--- config.mk ---
export PLATFORM = sky130hd
export DESIGN_NAME = move_check_sched
export DESIGN_NICKNAME = d
export VERILOG_FILES = /design/src/rtl/move_check_sched.sv
export SDC_FILE = /design/constraint.sdc
export NUM_CORES = 1
export LEC_CHECK = 0
export BUFFER_PORTS_ARGS = -buffer_cell sky130_fd_sc_hd__buf_2
export CORE_AREA = 3 3 123 125
export DETAILED_ROUTE_END_ITERATION = 16
export DIE_AREA = 0 0 126 128
export GPL_TIMING_DRIVEN = 1
export PLACE_DENSITY = 0.75
export SLEW_MARGIN = 5
export SYNTH_ARGS = -nofsm -noshare
export SYNTH_HDL_FRONTEND = slang
export SYNTH_SLANG_ARGS = --single-unit
--- constraint.sdc ---
create_clock -name clk -period 8.53 [get_ports clk]
set_input_delay 1.706 -clock clk [delete_from_list [all_inputs] [get_ports clk]]
set_output_delay 1.706 -clock clk [all_outputs]
set_load 0.05 [all_outputs]
--- src/rtl/move_check_sched.sv ---
// Front-end scheduler for the board_validator piece checkers: pre-checks a move, dispatches it, returns a verdict.
// Optional MOVE_SCHED_TURN_CHECK_EN enables the wrong-turn pre-check (code 3).
module move_check_sched #(
  parameter int unsigned NUM_CHK        = 6,
  parameter int unsigned TIMEOUT_CYCLES = 64
) (
  input  logic                     clk,
  input  logic                     reset_n,
  input  logic                     req_valid,
  output logic                     req_ready,
  input  logic [2:0]               old_x,
  input  logic [2:0]               old_y,
  input  logic [2:0]               new_x,
  input  logic [2:0]               new_y,
  input  logic                     side_to_move,
  input  logic [7:0][7:0][3:0]     board_in,
  output logic [NUM_CHK-1:0]       chk_start,
  output logic [2:0]               chk_old_x,
  output logic [2:0]               chk_old_y,
  output logic [2:0]               chk_new_x,
  output logic [2:0]               chk_new_y,
  output logic [2:0]               chk_h_delta,
  output logic [2:0]               chk_v_delta,
  output logic [3:0]               chk_piece,
  input  logic [NUM_CHK-1:0]       chk_done,
  input  logic [NUM_CHK-1:0]       chk_legal,
  output logic                     resp_valid,
  input  logic                     resp_ready,
  output logic                     resp_legal,
  output logic [2:0]               resp_code
);

  localparam int unsigned CW = $clog2(TIMEOUT_CYCLES) + 1;
  localparam logic [CW-1:0] CNT_LAST = CW'(TIMEOUT_CYCLES - 1);

  typedef enum logic [2:0] {
    S_IDLE,
    S_DECODE,
    S_DISPATCH,
    S_WAIT,
    S_RESP
  } state_t;

  state_t        state_q, state_d;
  logic [2:0]    ox_q, oy_q, nx_q, ny_q, hd_q, vd_q;
  logic [2:0]    ox_d, oy_d, nx_d, ny_d, hd_d, vd_d;
  logic [3:0]    piece_q, piece_d;
  logic [2:0]    sel_q, sel_d;
  logic          side_q, side_d;
  logic [CW-1:0] cnt_q, cnt_d;
  logic          legal_q, legal_d;
  logic [2:0]    code_q, code_d;

  logic [3:0] src_w, dst_w;
  logic       src_empty, dst_empty, src_black, dst_black;

  assign src_w     = board_in[oy_q][ox_q];
  assign dst_w     = board_in[ny_q][nx_q];
  assign src_empty = (src_w >= 4'd12);
  assign dst_empty = (dst_w >= 4'd12);
  assign src_black = (src_w >= 4'd6);
  assign dst_black = (dst_w >= 4'd6);

`ifndef MOVE_SCHED_TURN_CHECK_EN
  logic side_unused;
  assign side_unused = side_q;
`endif

  always_ff @(posedge clk or negedge reset_n) begin
    if (!reset_n) begin
      state_q <= S_IDLE;
      ox_q    <= '0;
      oy_q    <= '0;
      nx_q    <= '0;
      ny_q    <= '0;
      hd_q    <= '0;
      vd_q    <= '0;
      piece_q <= '0;
      sel_q   <= '0;
      side_q  <= 1'b0;
      cnt_q   <= '0;
      legal_q <= 1'b0;
      code_q  <= '0;
    end else begin
      state_q <= state_d;
      ox_q    <= ox_d;
      oy_q    <= oy_d;
      nx_q    <= nx_d;
      ny_q    <= ny_d;
      hd_q    <= hd_d;
      vd_q    <= vd_d;
      piece_q <= piece_d;
      sel_q   <= sel_d;
      side_q  <= side_d;
      cnt_q   <= cnt_d;
      legal_q <= legal_d;
      code_q  <= code_d;
    end
  end

  always_comb begin
    state_d = state_q;
    ox_d    = ox_q;
    oy_d    = oy_q;
    nx_d    = nx_q;
    ny_d    = ny_q;
    hd_d    = hd_q;
    vd_d    = vd_q;
    piece_d = piece_q;
    sel_d   = sel_q;
    side_d  = side_q;
    cnt_d   = cnt_q;
    legal_d = legal_q;
    code_d  = code_q;
    case (state_q)
      S_IDLE: begin
        if (req_valid) begin
          ox_d    = old_x;
          oy_d    = old_y;
          nx_d    = new_x;
          ny_d    = new_y;
          side_d  = side_to_move;
          hd_d    = (new_x >= old_x) ? (new_x - old_x) : (old_x - new_x);
          vd_d    = (new_y >= old_y) ? (new_y - old_y) : (old_y - new_y);
          state_d = S_DECODE;
        end
      end
      S_DECODE: begin
        // Pre-checks in priority order; the first hit becomes the verdict.
        legal_d = 1'b0;
        state_d = S_RESP;
        if (src_empty) begin
          code_d = 3'd1;
        end else if ((ox_q == nx_q) && (oy_q == ny_q)) begin
          code_d = 3'd2;
`ifdef MOVE_SCHED_TURN_CHECK_EN
        end else if (src_black != side_q) begin
          code_d = 3'd3;
`endif
        end else if (!dst_empty && (dst_black == src_black)) begin
          code_d = 3'd4;
        end else begin
          piece_d = src_w;
          sel_d   = src_black ? 3'(src_w - 4'd6) : src_w[2:0];
          state_d = S_DISPATCH;
        end
      end
      S_DISPATCH: begin
        cnt_d   = '0;
        state_d = S_WAIT;
      end
      S_WAIT: begin
        // Done is tested first so it wins over a coincident timeout.
        if (chk_done[sel_q]) begin
          legal_d = chk_legal[sel_q];
          code_d  = 3'd0;
          state_d = S_RESP;
        end else if (cnt_q == CNT_LAST) begin
          legal_d = 1'b0;
          code_d  = 3'd5;
          state_d = S_RESP;
        end else begin
          cnt_d = cnt_q + 1'b1;
        end
      end
      S_RESP: begin
        if (resp_ready) begin
          state_d = S_IDLE;
        end
      end
      default: state_d = S_IDLE;
    endcase
  end

  always_comb begin
    req_ready   = (state_q == S_IDLE);
    resp_valid  = (state_q == S_RESP);
    chk_start   = '0;
    if (state_q == S_DISPATCH) begin
      chk_start[sel_q] = 1'b1;
    end
    resp_legal  = legal_q;
    resp_code   = code_q;
    chk_old_x   = ox_q;
    chk_old_y   = oy_q;
    chk_new_x   = nx_q;
    chk_new_y   = ny_q;
    chk_h_delta = hd_q;
    chk_v_delta = vd_q;
    chk_piece   = piece_q;
  end

endmodule

==> summary.txt, run 1 <==
Avg Inst Size Synth = 11.7 um^2
Total GRT Usage = 0.248
clock skew = 0.00501 ns
Worst Path Required = 8.69 ns
Port-buffer cells = 317
Placement Rows = 43
crit-path max cell delay = 0.73 ns
drt first pass iters = 4
Pins Over Slew Limit = 0
first-pass GRT wire length = 31.7 mm
FF-to-FF End = resp_code[2]
sequential share of power = 0.180
Combinational Power Share = 0.751
R2R depth = 12
vias post-DR = 5785
die width = 126 um
initial antenna violation count = 1
Post-synth EDFFs = 0
TritonCTS Buffers = 5
Root Buffer = clkbuf_16
CP Max Fanout = 43
1st-iter DRT viols = 374
DRT antenna net count = 0
Skew-Pair Late Insertion Delay = 0.28 ns
worst hold path type = flop to flop
Int Pwr = 1.32 mW
dpl ws = 3.68 ns
Leak Pwr = 3.43 nW
worst hold stages = 2
Syn Nets = 810
H-tree depth = 2
sequential area share after synthesis = 0.159
unique cell type count in the Yosys netlist = 59
DRC = 0
Final TNS setup = 0 ns
Tcrit/Tclk final = 0.536
pin count of the biggest net entering global routing = 48
pwr/cell area = 347 nW/um^2
Max-Cap Viols = 0
Peak supply drop = 0.000169 V
total grt overflow = 0
Initial Utilization = 0.426
Cells after DPL = 964
register-to-register setup slack = 3.96 ns
Psw = 1.37 mW
synth-to-layout area growth = 29.9%
I/O pins = 319
RSZ-0062 raised after global routing = false
number of global-route vias before repair = 6030
CTS Buffer Depth = 2
fin cells = 973
min-delay src = chk_h_delta[2]
final net count = 1090
Final Core Density = 0.554
total die area = 16100 um^2
die height = 128 um
slowest CP cell = dfrtp_4
synthesized area = 5960 um^2
final hold violation count = 0
FF+latch count, synth = 38
CTS tree = yes
status = finished, final reports clean
min Tclk post-route = 4.57 ns
Avg WL per Cell = 21.4 um
Post-synth top flop = dfrtp_1
asr flop ratio synth = 1.00
CP endpoint kind = flop
Post-CTS Resized = 0
cell chain of the critical path = buf_4, mux4_2, a22oi_1, nand3_1, a211o_1, ha_1, inv_1, a311oi_1, o311ai_1, o311ai_4, o21ai_4, mux2_1
# setup viols final = 0
final instance area = 7740 um^2
Switching Share = 0.509
total setup buffers inserted after CTS = 0
r2r startpoint = chk_old_y[0]
slack of the critical path = 3.96 ns
layout cells sized above 1 = 0.586
hold-fix buffers at CTS = 0
relative slew slack = 0.296
crit path DAT = 4.74 ns
Core Box Area = 14000 um^2
GPL Wtd Cong = 0.842
final WL = 20.8 mm
WS Path Type = flop to flop
hold endpoint = chk_h_delta[2]
DP HPWL = 16.9 mm
CTS Sinks = 38
clock slew at reported path FFs = 0.06 ns
Clock Power Share = 0.069
Syn. warnings = 0
Startpoint Class = flop
area post-placement = 7590 um^2
Tightest Pin Transition = 1.06 ns
vias per cell = 5.95
Mapped Cells = 511
max frequency = 0.219 GHz
-- worst max-delay path, delay by kind of cell, from the launching register on --
kind,cells,cell delay [ns]
AOI/OAI and AO/OA,6,1.65
muxes,2,0.95
buffers and inverters,2,0.73
DFF,1,0.73
adders and majority gates,1,0.25
and+or+nand+nor,1,0.10
-- kinds of logic (layout without fill, tap and decap cells) --
group                    Yosys count  count (layout)  synth area share
AND/OR/NAND/NOR                  113             113            0.0986
flip-flops                        38              38             0.159
XOR/XNOR                          13              13            0.0191
AO/OA/AOI/OAI                     95              95             0.111
other                              0               1                 0
buffers and inverters             70             351            0.0516
adder cells (fa/ha/maj)           14              14            0.0344
multiplexers                     168             168             0.526
-- metrics by stage --
stage | hold WS, ns | power, mW
5_1_grt | 0.504 | 2.89
3_3_place_gp | 0.462 | 2.50
6_report | 0.478 | 2.68
4_1_cts | 0.483 | 2.71
2_1_floorplan | 0.464 | 2.04
3_5_place_dp | 0.471 | 2.52
-- worst max-delay path by stage --
stage                        from            to  slack [ns]  cells past startpoint
finish               chk_old_y[0]  resp_code[2]        3.96                     12
global placement    board_in[189]  resp_code[2]        3.71                     12
CTS                  chk_old_y[0]  resp_code[2]        3.85                     12
floorplan           board_in[237]  resp_code[2]        4.14                     11
global route         chk_old_y[0]  resp_code[2]        3.63                     12
detailed placement  board_in[189]  resp_code[2]        3.68                     12
-- metal layers --
metal / routed length [um] / global-route usage
met1: 7850 / 0.299
met5: 0 / 0
met2: 10900 / 0.459
met3: 1760 / 0.0575
met4: 327 / 0.0404
-- state kept, by name, indices dropped and copies added (netlist names) --
| register | cells |
|---|---|
| resp_code | 3 |
| resp_legal | 1 |
| cnt_q | 7 |
| chk_old_x | 3 |
| chk_old_y | 3 |
| sel_q | 2 |
| chk_new_x | 3 |
| state_q | 3 |
| chk_piece | 4 |
| chk_new_y | 3 |
| chk_h_delta | 3 |
| chk_v_delta | 3 |
-- cell usage after synthesis, drive strengths merged, types with 8 or more instances --
| master | number | area (um^2) |
|---|---|---|
| nand2b | 10 | 62.6 |
| buf | 27 | 146 |
| dfrtp | 38 | 951 |
| a21oi | 9 | 45.0 |
| nand2 | 37 | 139 |
| a211oi | 8 | 60.1 |
| mux2 | 12 | 135 |
| nand3 | 11 | 55.1 |
| nor2 | 18 | 75.1 |
| ha | 10 | 125 |
| inv | 19 | 71.3 |
| nor2b | 13 | 81.3 |
| a22oi | 11 | 82.6 |
| clkbuf | 22 | 82.6 |
| mux4 | 115 | 2590 |
| o21ai | 29 | 156 |
| mux2i | 41 | 410 |
-- power by group through the flow --
stage / clock network, mW / logic, mW / registers (mW)
after floorplan: 0 / 1.54 / 0.501
after global placement: 0 / 2.01 / 0.486
after detailed placement: 0 / 2.04 / 0.488
after CTS: 0.186 / 2.04 / 0.486
after global routing: 0.197 / 2.19 / 0.503
final: 0.185 / 2.02 / 0.484
-- layout by cell type (no fill, tap or decap), types with 4 or more instances in the layout --
| cell | synthesis | layout |
|---|---|---|
| nand2_1 | 37 | 37 |
| xnor2_1 | 7 | 7 |
| a22oi_1 | 11 | 11 |
| inv_1 | 19 | 19 |
| o22ai_1 | 4 | 4 |
| buf_2 | 21 | 317 |
| dfrtp_1 | 38 | 32 |
| nand4_1 | 4 | 4 |
| nand2b_1 | 10 | 10 |
| nor2_1 | 17 | 17 |
| clkbuf_16 | 0 | 5 |
| a21oi_1 | 9 | 9 |
| fa_1 | 4 | 4 |
| dfrtp_2 | 0 | 5 |
| mux4_2 | 115 | 115 |
| buf_4 | 1 | 5 |
| mux2i_1 | 41 | 41 |
| nor2b_1 | 13 | 13 |
| a221oi_1 | 4 | 4 |
| mux2_1 | 5 | 5 |
| xor2_1 | 6 | 6 |
| o31ai_1 | 4 | 4 |
| and2_1 | 4 | 4 |
| mux2_2 | 7 | 7 |
| ha_1 | 10 | 10 |
| nand3_1 | 11 | 11 |
| o21ai_0 | 28 | 28 |
| a211oi_1 | 8 | 8 |
-- area by class of cell --
cell class | instances | area (um^2)
Clock inverter | 1 | 5.00
Tap cell | 180 | 225
Fill cell | 1249 | 6240
Multi-Input combinational cell | 403 | 4710
Timing Repair Buffer | 322 | 1620
Clock buffer | 7 | 143
Antenna cell | 1 | 2.50
Inverter | 21 | 78.8
Sequential cell | 38 | 961
Note: power is estimated with default switching activity, not from simulation.
==> inputs of run 2 (changes only) <==
--- a/config.mk
+++ b/config.mk
@@ -5,12 +5,13 @@
 export SDC_FILE = /design/constraint.sdc
 export NUM_CORES = 1
 export LEC_CHECK = 0
+export ABC_AREA = 1
 export BUFFER_PORTS_ARGS = -buffer_cell sky130_fd_sc_hd__buf_2
-export CORE_AREA = 3 3 123 125
+export CORE_MARGIN = 3
+export CORE_UTILIZATION = 44
 export DETAILED_ROUTE_END_ITERATION = 16
-export DIE_AREA = 0 0 126 128
 export GPL_TIMING_DRIVEN = 1
-export PLACE_DENSITY = 0.75
+export PLACE_DENSITY = 0.79
 export SLEW_MARGIN = 5
 export SYNTH_ARGS = -nofsm -noshare
 export SYNTH_HDL_FRONTEND = slang
==> constraint.sdc (replaced) <==
create_clock -name clk -period 4.1 [get_ports clk]
set_input_delay 0.82 -clock clk [delete_from_list [all_inputs] [get_ports clk]]
set_output_delay 0.82 -clock clk [all_outputs]
set_load 0.05 [all_outputs]
==> summary.txt, run 2 <==
status = finished, final reports clean
Cells after DPL = 1741
commonest cells after routing, fill and taps aside = nand2_1 (627), nand3_1 (388), buf_2 (317)
H-tree depth = 2
final hold violation count = 0
Avg WL per Cell = 16.3 um
max frequency = 0.315 GHz
Peak supply drop = 0.000608 V
count leader, synth = nand2_1
unique cell type count in the Yosys netlist = 37
RSZ-0062 raised after global routing = false
pin count of the biggest net entering global routing = 132
Avg Inst Size Synth = 5.18 um^2
fillers = 1595
worst hold stages = 2
CTS Buffer Depth = 2
Post-CTS Resized = 0
number of flip-flops in the largest register = 7
relative slew slack = 0.375
Int Pwr = 2.51 mW
Port-buffer cells = 317
layout cells sized above 1 = 0.233
TritonCTS Buffers = 5
sequential area share after synthesis = 0.139
min Tclk post-route = 3.18 ns
final instance area = 8480 um^2
crit path DAT = 3.34 ns
hold endpoint = resp_code[1]
Startpoint Class = flop
number of global-route vias before repair = 9110
clock skew = 0.00464 ns
total setup buffers inserted after CTS = 0
R2R depth = 18
drt first pass iters = 6
final WL = 28.6 mm
Biggest register = cnt_q
Combinational Power Share = 0.804
vias post-DR = 9932
Leak Pwr = 4.77 nW
Core Box Area = 14900 um^2
Root Buffer = clkbuf_16
CP Max Fanout = 61
total grt overflow = 0
Pins Over Slew Limit = 0
r2r startpoint = chk_old_y[0]
Syn. warnings = 0
Initial Utilization = 0.461
Synth top cells by count = nand2_1 (627), nand3_1 (388), inv_1 (43), buf_2 (42), dfrtp_1 (38)
Final TNS setup = 0 ns
Placement Rows = 44
area post-placement = 8260 um^2
Skew-Pair Late Insertion Delay = 0.28 ns
Psw = 4.10 mW
FF-to-FF End = resp_code[2]
largest cells by area after synthesis = nand2_1 (34%), nand3_1 (28%), dfrtp_1 (14%)
DRC = 0
DRT antenna net count = 0
top cell type's share of synthesized area = 0.343
die width = 131 um
Max-Cap Viols = 0
die height = 131 um
Syn Nets = 1622
FF+latch count, synth = 38
sequential share of power = 0.119
Post-synth top flop = dfrtp_1
initial antenna violation count = 8
CTS tree = yes
Switching Share = 0.620
register-to-register setup slack = 0.92 ns
Worst Path Required = 4.27 ns
Final Core Density = 0.570
Tcrit/Tclk final = 0.775
Post-synth EDFFs = 0
hold-fix buffers at CTS = 0
fin cells = 1756
commonest non-fill, non-tap cell in the layout = nand2_1
min-delay src = resp_code[1]
Mapped Cells = 1323
total die area = 17100 um^2
pwr/cell area = 780 nW/um^2
clock slew at reported path FFs = 0.06 ns
synthesized area = 6860 um^2
Total GRT Usage = 0.319
# setup viols final = 0
vias per cell = 5.66
DP HPWL = 20.3 mm
CTS Sinks = 38
CP endpoint kind = flop
asr flop ratio synth = 1.00
Clock Power Share = 0.077
area leader, netlist = nand2_1
GPL Wtd Cong = 0.936
total power = 6.61 mW
1st-iter DRT viols = 1081
first-pass GRT wire length = 44.7 mm
synth-to-layout area growth = 23.7%
I/O pins = 319
final net count = 1863
worst hold path type = flop to flop
Tightest Pin Transition = 0.936 ns
WS Path Type = flop to flop
## run 2: cells by family (layout without fill, tap and decap cells)
family,after synthesis,after routing,share of synthesized area
flip-flops,38,38,0.139
multiplexers,4,4,0.00584
AND/OR/NAND/NOR,1060,1060,0.660
AO/OA/AOI/OAI,50,50,0.0434
other,0,7,0
buffers and inverters,150,392,0.113
XOR/XNOR,7,7,0.00894
adder cells (fa/ha/maj),14,14,0.0299
## run 2: final cells by class
| type | instances | area [um^2] | share of cell area |
|---|---|---|---|
| multi-input cells | 1135 | 5130 | 0.605 |
| well taps | 184 | 230 | 0.0272 |
| flip-flops and latches | 38 | 962 | 0.113 |
| diodes | 7 | 17.5 | 0.00207 |
| inverters | 50 | 190 | 0.0224 |
| clock inverters | 2 | 60.1 | 0.00708 |
| repair buffers | 334 | 1750 | 0.207 |
| clock buffers | 6 | 139 | 0.0164 |
## run 2: layer usage
metal  track usage  up-vias  routed length, um
li1              -     4799                  -
met1         0.412     4432              11200
met2         0.530      621              13300
met3        0.0451       78               3110
met4         0.137        2               1030
met5             0        -                  7
## run 2: stage by stage
step | setup slack (ns) | hold slack (ns)
4_1_cts | 0.973 | 0.472
3_5_place_dp | 1.01 | 0.458
5_1_grt | 0.622 | 0.491
3_3_place_gp | 1.02 | 0.453
2_1_floorplan | 1.29 | 0.435
6_report | 0.924 | 0.471
## run 2: worst max path at each step
stage	to	cells past startpoint	slack [ns]	from
floorplan	chk_start[0]	5	1.29	state_q[0]
global placement	resp_code[1]	16	1.02	chk_new_y[0]
detailed placement	resp_code[2]	16	1.01	chk_new_y[0]
CTS	resp_code[2]	19	0.97	chk_old_y[0]
global route	resp_code[0]	16	0.62	chk_new_y[0]
finish	resp_code[2]	18	0.92	chk_old_y[0]
## run 2: power groups by stage
stage | registers, mW | logic, mW | clock network (mW)
floorplan | 1.03 | 3.80 | 0
global placement | 0.776 | 5.19 | 0
detailed placement | 0.782 | 5.23 | 0
CTS | 0.778 | 5.26 | 0.520
global route | 0.805 | 5.91 | 0.536
finish | 0.785 | 5.32 | 0.512
## run 2: worst max-delay path, stage by stage, from the launching register on
cell     delay [ns]
dfrtp_4        0.50
inv_4          0.27
buf_12         0.32
nand2_1        0.08
nand3_1        0.09
nand3_1        0.11
nand2_1        0.16
nand2_1        0.07
nand3_1        0.10
nand3_1        0.09
nand2_2        0.16
ha_1           0.17
nand3_1        0.12
nand3_4        0.13
nand3_1        0.12
nand3_4        0.23
nand2_1        0.15
nand2_1        0.11
nand2_1        0.05
==> inputs of run 3 (changes only) <==
--- a/config.mk
+++ b/config.mk
@@ -8,10 +8,10 @@
 export ABC_AREA = 1
 export BUFFER_PORTS_ARGS = -buffer_cell sky130_fd_sc_hd__buf_2
 export CORE_MARGIN = 3
-export CORE_UTILIZATION = 44
+export CORE_UTILIZATION = 49
 export DETAILED_ROUTE_END_ITERATION = 16
 export GPL_TIMING_DRIVEN = 1
-export PLACE_DENSITY = 0.79
+export PLACE_DENSITY = 0.83
 export SLEW_MARGIN = 5
 export SYNTH_ARGS = -nofsm -noshare
 export SYNTH_HDL_FRONTEND = slang
==> constraint.sdc (replaced) <==
create_clock -name clk -period 3.25 [get_ports clk]
set_input_delay 0.65 -clock clk [delete_from_list [all_inputs] [get_ports clk]]
set_output_delay 0.65 -clock clk [all_outputs]
set_load 0.05 [all_outputs]
==> summary.txt, run 3 (synthesis results as in run 2) <==
Post-CTS Resized = 0
most used cell, CP = nand2_1
drt first pass iters = 5
final WL = 27.7 mm
min Tclk post-route = 2.92 ns
cell family with most CP delay = simple AND/OR/NAND/NOR gates
first-pass GRT wire length = 45.1 mm
initial antenna violation count = 4
RSZ-0062 raised after global routing = false
hold-fix buffers at CTS = 0
Avg WL per Cell = 15.8 um
CP endpoint kind = flop
Startpoint Class = flop
crit path buf inv count = 2
worst hold path type = input port to async pin
Initial Utilization = 0.510
layout cells sized above 1 = 0.234
Port-buffer cells = 317
Pins Over Slew Limit = 0
total die area = 15400 um^2
status = finished, final reports clean
area post-placement = 8340 um^2
Worst Path Required = 3.47 ns
H-tree depth = 2
pwr/cell area = 966 nW/um^2
max frequency = 0.342 GHz
TritonCTS Buffers = 5
crit-path max cell delay = 0.51 ns
total setup buffers inserted after CTS = 0
commonest cells after routing, fill and taps aside = nand2_1 (627), nand3_1 (388), buf_2 (317)
CP Max Fanout = 27
DRT antenna net count = 0
Core Box Area = 13500 um^2
1st-iter DRT viols = 1113
# setup viols final = 0
Placement Rows = 42
CTS Buffer Depth = 2
number of flip-flops in the largest register = 7
clock slew at reported path FFs = 0.06 ns
final hold slack = 0.470 ns
dpl ws = 0.367 ns
synth-to-layout area growth = 24.0%
final hold violation count = 0
Tightest Pin Transition = 0.839 ns
CTS Sinks = 38
clock skew = 0.00311 ns
Final TNS setup = 0 ns
GPL Wtd Cong = 0.964
total power = 8.21 mW
DP HPWL = 20.1 mm
Peak supply drop = 0.000879 V
relative slew slack = 0.441
Biggest register = cnt_q
WS Path Type = flop to flop
number of global-route vias before repair = 9391
Max-Cap Viols = 0
Root Buffer = clkbuf_16
final net count = 1868
vias post-DR = 9949
final instance area = 8500 um^2
slowest CP cell = dfrtp_4
CTS tree = yes
die height = 124 um
pin count of the biggest net entering global routing = 102
Tcrit/Tclk final = 0.900
vias per cell = 5.68
Total GRT Usage = 0.342
die width = 124 um
DRC = 0
crit path DAT = 3.14 ns
commonest non-fill, non-tap cell in the layout = nand2_1
Skew-Pair Late Insertion Delay = 0.28 ns
slack of the critical path = 0.325 ns
total grt overflow = 0
cell chain of the critical path = inv_4, buf_4, nand2_1, nand3_1, nand3_1, nand2_1, nand2_1, nand3_1, nand3_1, nand2_2, ha_1, nand3_1, nand3_4, nor2_2, nor2_2, nand3_4, nand2_1, nand2_1, nand2_1
I/O pins = 319
fillers = 1349
Leak Pwr = 4.79 nW
==> run 3: area by class of cell <==
cell class	count	area, um^2	area share
diodes	5	12.5	0.00147
clock inverters	2	12.5	0.00147
flip-flops and latches	38	961	0.113
inverters	50	190	0.0224
well taps	176	220	0.0259
clock buffers	6	139	0.0163
repair buffers	339	1840	0.216
multi-input cells	1135	5130	0.603
==> run 3: layer usage <==
| layer | track usage | share of wire |
|---|---|---|
| met4 | 0.161 | 0.047 |
| met1 | 0.422 | 0.38 |
| met3 | 0.0648 | 0.11 |
| met5 | 0 | 0 |
| met2 | 0.574 | 0.47 |
==> run 3: worst paths after layout <==
kind / start / end / slack [ns] / cells past startpoint
setup reg to reg: chk_old_y[0] / resp_code[1] / 0.33 / 19
min in group clk: resp_code[0] / resp_code[0] / 0.47 / 2
setup / recovery: chk_old_y[0] / resp_code[1] / 0.33 / 19
hold reg to reg: resp_code[0] / resp_code[0] / 0.47 / 2
hold / removal: reset_n / resp_code[0] / 0.47 / 1
max in group asynchronous: reset_n / chk_old_y[0] / 2.16 / 1
==> run 3: worst register-to-register path, delay by kind of cell (launching register included) <==
family                     cells  cell delay, ns
buffers and inverters          2            0.50
and+or+nand+nor               16            1.70
adders and majority gates      1            0.16
DFF                            1            0.51
==> run 3: where the power goes <==
group | internal (mW) | switching (mW) | leakage (nW) | total (mW)
clock | 0.304 | 0.196 | 0.0729 | 0.499
combinational | 2.11 | 4.72 | 4.24 | 6.83
sequential | 0.682 | 0.198 | 0.482 | 0.880
==> run 3: per-stage QoR <==
| step | instances | util |
|---|---|---|
| finish | 1751 | 0.632 |
| global route | 1750 | 0.632 |
| CTS | 1746 | 0.631 |
| detailed placement | 1738 | 0.620 |
| global placement | 1738 | 0.620 |
| floorplan | 1323 | - |
